`src/rtl/smips_pkg.sv`:
```
// Shared definitions for the multi-cycle smips controller: FSM states,
// instruction field encodings and ALU operation codes.
package smips_pkg;

  typedef enum logic [2:0] {
    ST_FETCH,
    ST_DECODE,
    ST_EXECUTE,
    ST_MEM_READ,
    ST_MEM_WRITE,
    ST_WRITEBACK,
    ST_BRANCH,
    ST_HALT
  } state_e;

  // Opcode field, instruction[31:26]
  localparam logic [5:0] OP_RTYPE = 6'b000000;
  localparam logic [5:0] OP_LW    = 6'b100011;
  localparam logic [5:0] OP_SW    = 6'b101011;
  localparam logic [5:0] OP_BEQ   = 6'b000100;
  localparam logic [5:0] OP_ADDI  = 6'b001000;

  // Funct field for R-type, instruction[5:0]
  localparam logic [5:0] FN_ADD = 6'b100000;
  localparam logic [5:0] FN_SUB = 6'b100010;
  localparam logic [5:0] FN_AND = 6'b100100;
  localparam logic [5:0] FN_OR  = 6'b100101;
  localparam logic [5:0] FN_SLT = 6'b101010;

  // ALU operation select
  localparam logic [2:0] ALU_AND = 3'b000;
  localparam logic [2:0] ALU_OR  = 3'b001;
  localparam logic [2:0] ALU_ADD = 3'b010;
  localparam logic [2:0] ALU_SUB = 3'b110;
  localparam logic [2:0] ALU_SLT = 3'b111;

endpackage

```
`src/rtl/alu_decoder.sv`:
```
// Maps an R-type funct field onto the ALU operation select and flags
// funct codes the datapath does not implement.
import smips_pkg::*;

module alu_decoder (
  input  logic [5:0] funct,
  output logic [2:0] alu_ctrl,
  output logic       funct_valid
);

  // Pure lookup; unknown funct reports invalid so the controller can halt
  always_comb begin
    alu_ctrl    = ALU_ADD;
    funct_valid = 1'b1;
    case (funct)
      FN_ADD:  alu_ctrl = ALU_ADD;
      FN_SUB:  alu_ctrl = ALU_SUB;
      FN_AND:  alu_ctrl = ALU_AND;
      FN_OR:   alu_ctrl = ALU_OR;
      FN_SLT:  alu_ctrl = ALU_SLT;
      default: funct_valid = 1'b0;
    endcase
  end

endmodule

```
`src/rtl/multicycle_control.sv`:
```
// Multi-cycle sequencing controller for smips. One state register; the
// next state and all datapath control lines are decoded combinationally
// from the state and the held opcode/funct. Only the FETCH and BRANCH
// strobes look at mem_ready/zero directly.
import smips_pkg::*;

module multicycle_control (
  input  logic       clk,
  input  logic       reset,
  input  logic [5:0] opcode,
  input  logic [5:0] funct,
  input  logic       zero,
  input  logic       mem_ready,
  output logic       ifetch_req,
  output logic       ir_write,
  output logic       pc_write,
  output logic       pc_src,
  output logic [2:0] alu_ctrl,
  output logic       alu_src,
  output logic       reg_dest,
  output logic       reg_write_enable,
  output logic       ram_read_enable,
  output logic       ram_write_enable,
  output logic       write_back_select,
  output logic       halted
);

  state_e     state_q, state_d;
  logic [2:0] rtype_alu;
  logic       funct_valid;

  alu_decoder u_alu_decoder (
    .funct       (funct),
    .alu_ctrl    (rtype_alu),
    .funct_valid (funct_valid)
  );

  // State register; reset returns to FETCH from anywhere, including HALT
  always_ff @(posedge clk) begin
    if (reset) state_q <= ST_FETCH;
    else       state_q <= state_d;
  end

  // Next-state: memory states stall on mem_ready, HALT is absorbing
  always_comb begin
    state_d = state_q;
    case (state_q)
      ST_FETCH:     if (mem_ready) state_d = ST_DECODE;
      ST_DECODE: begin
        case (opcode)
          OP_RTYPE:              state_d = funct_valid ? ST_EXECUTE : ST_HALT;
          OP_LW, OP_SW, OP_ADDI: state_d = ST_EXECUTE;
          OP_BEQ:                state_d = ST_BRANCH;
          default:               state_d = ST_HALT;
        endcase
      end
      ST_EXECUTE: begin
        case (opcode)
          OP_RTYPE, OP_ADDI: state_d = ST_WRITEBACK;
          OP_LW:             state_d = ST_MEM_READ;
          OP_SW:             state_d = ST_MEM_WRITE;
          default:           state_d = ST_HALT;
        endcase
      end
      ST_MEM_READ:  if (mem_ready) state_d = ST_WRITEBACK;
      ST_MEM_WRITE: if (mem_ready) state_d = ST_FETCH;
      ST_WRITEBACK: state_d = ST_FETCH;
      ST_BRANCH:    state_d = ST_FETCH;
      ST_HALT:      state_d = ST_HALT;
      default:      state_d = ST_FETCH;
    endcase
  end

  // Output decode; everything is forced low while reset is held so a
  // stalled memory access is abandoned without a stray write
  always_comb begin
    ifetch_req        = 1'b0;
    ir_write          = 1'b0;
    pc_write          = 1'b0;
    pc_src            = 1'b0;
    alu_ctrl          = ALU_AND;
    alu_src           = 1'b0;
    reg_dest          = 1'b0;
    reg_write_enable  = 1'b0;
    ram_read_enable   = 1'b0;
    ram_write_enable  = 1'b0;
    write_back_select = 1'b0;
    halted            = 1'b0;
    if (!reset) begin
      case (state_q)
        ST_FETCH: begin
          ifetch_req = 1'b1;
          ir_write   = mem_ready;
          pc_write   = mem_ready;
        end
        ST_EXECUTE: begin
          if (opcode == OP_RTYPE) begin
            alu_ctrl = rtype_alu;
          end else begin
            alu_ctrl = ALU_ADD;
            alu_src  = 1'b1;
          end
        end
        ST_MEM_READ: begin
          alu_ctrl        = ALU_ADD;
          alu_src         = 1'b1;
          ram_read_enable = 1'b1;
        end
        ST_MEM_WRITE: begin
          alu_ctrl         = ALU_ADD;
          alu_src          = 1'b1;
          ram_write_enable = 1'b1;
        end
        ST_WRITEBACK: begin
          reg_write_enable = 1'b1;
          if (opcode == OP_RTYPE) begin
            reg_dest = 1'b1;
          end else if (opcode == OP_LW) begin
            write_back_select = 1'b1;
            alu_ctrl          = ALU_ADD;
            alu_src           = 1'b1;
          end
        end
        ST_BRANCH: begin
          alu_ctrl = ALU_SUB;
          pc_src   = 1'b1;
          pc_write = zero;
        end
        ST_HALT:  halted = 1'b1;
        default:  ;
      endcase
    end
  end

endmodule

```
`config.mk`:
```
export PLATFORM = sky130hd
export DESIGN_NAME = multicycle_control
export DESIGN_NICKNAME = d
export VERILOG_FILES = /design/src/rtl/smips_pkg.sv /design/src/rtl/alu_decoder.sv /design/src/rtl/multicycle_control.sv
export SDC_FILE = /design/constraint.sdc
export NUM_CORES = 1
export LEC_CHECK = 0
export ABC_AREA = 1
export CORE_AREA = 2 2 43 45
export CTS_BUF_LIST = sky130_fd_sc_hd__clkbuf_4
export CTS_CLUSTER_DIAMETER = 100
export DETAILED_ROUTE_END_ITERATION = 10
export DIE_AREA = 0 0 45 47
export PLACE_DENSITY = 0.73
export SLEW_MARGIN = 20
export SYNTH_ARGS = -nofsm -noshare
export SYNTH_HDL_FRONTEND = slang
export SYNTH_SLANG_ARGS = --single-unit
```
`constraint.sdc`:
```
create_clock -name clk -period 1.4 [get_ports clk]
set_clock_uncertainty 0.1 [all_clocks]
set_input_delay 0.35 -clock clk [delete_from_list [all_inputs] [get_ports clk]]
set_output_delay 0.35 -clock clk [all_outputs]
set_load 0.005 [all_outputs]
```
==> flow_summary.ini <==
[timing]
fin_crit_sh_pct = 135
setup_violations = 17
max_freq_mhz = 528
report.final.hold_viol_count = 0
drv_slew = 0
tightest_slew_ps = 236
setup_slack_ps = -493
max_slew_margin_pct = 84.2
fin_crit_ps = 1890
rsz0062_at_grt = yes
fin_tns_setup_ps = -4430

[placed_design]
hpwl_mm = 1.44
gp_congestion = 0.800
postPlaceCellArea_mm2 = 0.00103
portBuffers = 29

[drt]
first_pass_iters = 4
post-route-drc-count = 0
vias = 1108
wire_per_inst_um = 16.6
wl_mm = 3.46
drtIter0Drc = 39
ant_nets = 0
vias_per_cell = 5.33

[min_path]
hold_class = primary input to register

[yosys]
syn_area_per_cell_um2 = 4.99
synth-seq-cells = 3
ys_seq_area_share_pct = 11.1
synth_cell_type_count = 19
yosysWarnings = 0
mappedNetlistArea_um2 = 539
syn_nets = 125
synthCells = 108

[clock_tree]
clockBufferDepth = 2
clk_latency_ps = 230
htreeDepth = 1
cts-buffers-inserted = 3
cts_root_buffer = clkbuf_4
cts.sinks = 3
path_clk_slew_ps = 40
cts_tree = yes

[power_and_ir_drop]
powerDensity_mw_per_mm2 = 557
max-vdd-ir-drop_v = 0.000500
p_seq_share_pct = 16.1
p_clk_share_pct = 20.1
p_int_w = 0.000503
p_comb_share_pct = 63.8
leakage_nw = 0.773
p_sw_share_pct = 40.8
netSwitchingPower_w = 0.000347

[global_route]
grt_max_degree = 7
use_met3_pct = 3.08
grt-ovfl-total = 0
grt_antenna_before_repair = 0
grt_pass1_vias = 987
met1_usage_pct = 25.5
grt_pass1_wl_mm = 3.98
grt_use_total_pct = 25.2
use_met2_pct = 50.9
grt_busiest_layer = met2

[cells_and_area]
regMostFlops = state_q
multiInputGateArea_um2 = 612
final_cell_mix = buf_4 (33), buf_6 (23), nand2_1 (17)
drive_above_1_share_pct = 72.8
regArea_um2 = 71.3
final_cell_area_mm2 = 0.00153
largest_reg_flops = 3
areaGrowthSynthToFinish_pct = 183
num-fill-cells = 64
layout_commonest_cell = buf_4
fin_util_pct = 92.3
n_antenna_cell = 0
nets = 209
reg.largest.list = state_q (3)

[setup_path]
worstPathMaxFanout = 5
cp.required_ps = 950
critical_path_arrival_ps = 1440
endpoint_kind = primary output
critPathLaunchType = register
worstSetupPathType = register to primary output

[flow_run]
maxCapViolations = 0

[outcome]
violations = setup timing
status = complete, but fails checks

[floorplan]
dieArea_mm2 = 0.00212
initial_utilization_pct = 32.7
coreArea_mm2 = 0.00165
std_cell_rows = 15
dieHeight_um = 47
die_w_um = 45
ios = 30
==> worst paths after layout <==
path	slack [ps]	endpoint	from	cells after the start
worst max-delay path	-490	alu_src	state_q[0]	9
worst min-delay path	550	state_q[2]	mem_ready	4
worst min register to register	680	state_q[2]	state_q[2]	5
worst max register to register	-90	state_q[1]	state_q[0]	9
==> worst max-delay path, cell delays in order (launching register included) <==
cell and delay [ps]:
dfxtp_4 380, buf_12 150, clkinv_8 40, nand2_8 60, nor2_4 130, nand2_1 110
nand2_1 120, nand3_2 70, inv_1 50, buf_2 110
==> metal layers <==
layer	routed length, um	part of all wire, %
met1	1140	33
met2	1900	55
met3	224	6.5
met4	191	5.5
met5	0	0
==> timing repair <==
| item | in CTS | in global routing |
|---|---|---|
| buffers inserted | 24 | 11 |
| pin swaps | 23 | 26 |
| hold buffers | 0 | 0 |
| resized for setup | 171 | 35 |
| gates cloned | 0 | 0 |
| endpoints found under the setup margin | 17 | 17 |
==> power groups by stage <==
stage	logic [W]	registers, W	clock network, W
global route	0.000570	0.000137	0.000183
global placement	0.000315	0.000117	0
finish	0.000542	0.000137	0.000171
floorplan	0.000149	0.000115	0
detailed placement	0.000321	0.000118	0
CTS	0.000414	0.000138	0.000171
==> cells by family after synthesis <==
family          after synthesis  share of synthesized area (%)
compound gates               10                           10.4
fa+ha+maj                     1                           2.32
buf+inv                      23                           16.0
flops                         3                           11.1
simple gates                 71                           60.1
==> through the flow <==
step / total power, W / std cells / setup slack, ps / hold WS, ps
5_1_grt: 0.000890 / 208 / -525 / 569
4_1_cts: 0.000723 / 202 / -404 / 530
6_report: 0.000850 / 208 / -493 / 553
3_3_place_gp: 0.000433 / 177 / -1050 / 566
3_5_place_dp: 0.000439 / 177 / -1060 / 564
2_1_floorplan: 0.000264 / 108 / -7.50 / 408
==> synth_stat cells <==
cell,instances,area (um^2)
nand2_2,2,12.5
o21bai_1,1,7.51
nand3_1,13,65.1
inv_1,19,71.3
dfxtp_1,3,60.1
clkbuf_1,1,3.75
a211oi_1,1,7.51
nor2_1,19,71.3
nor4_1,1,6.26
o21ai_0,3,15.0
nand3_2,1,10.0
nand4_1,3,18.8
a31oi_1,1,6.26
nor2_4,1,11.3
a21oi_1,4,20.0
inv_2,3,11.3
ha_1,1,12.5
nor2_2,5,31.3
nand2_1,26,97.6
==> final cells by class <==
| class | count | area share, % |
|---|---|---|
| timing repair buffer | 80 | 45.3 |
| multi-input combinational | 82 | 40.1 |
| inverter | 22 | 6.56 |
| sequential | 3 | 4.68 |
| clock buffer | 4 | 1.97 |
| tap | 17 | 1.39 |
(Power assumes the default switching activity.)
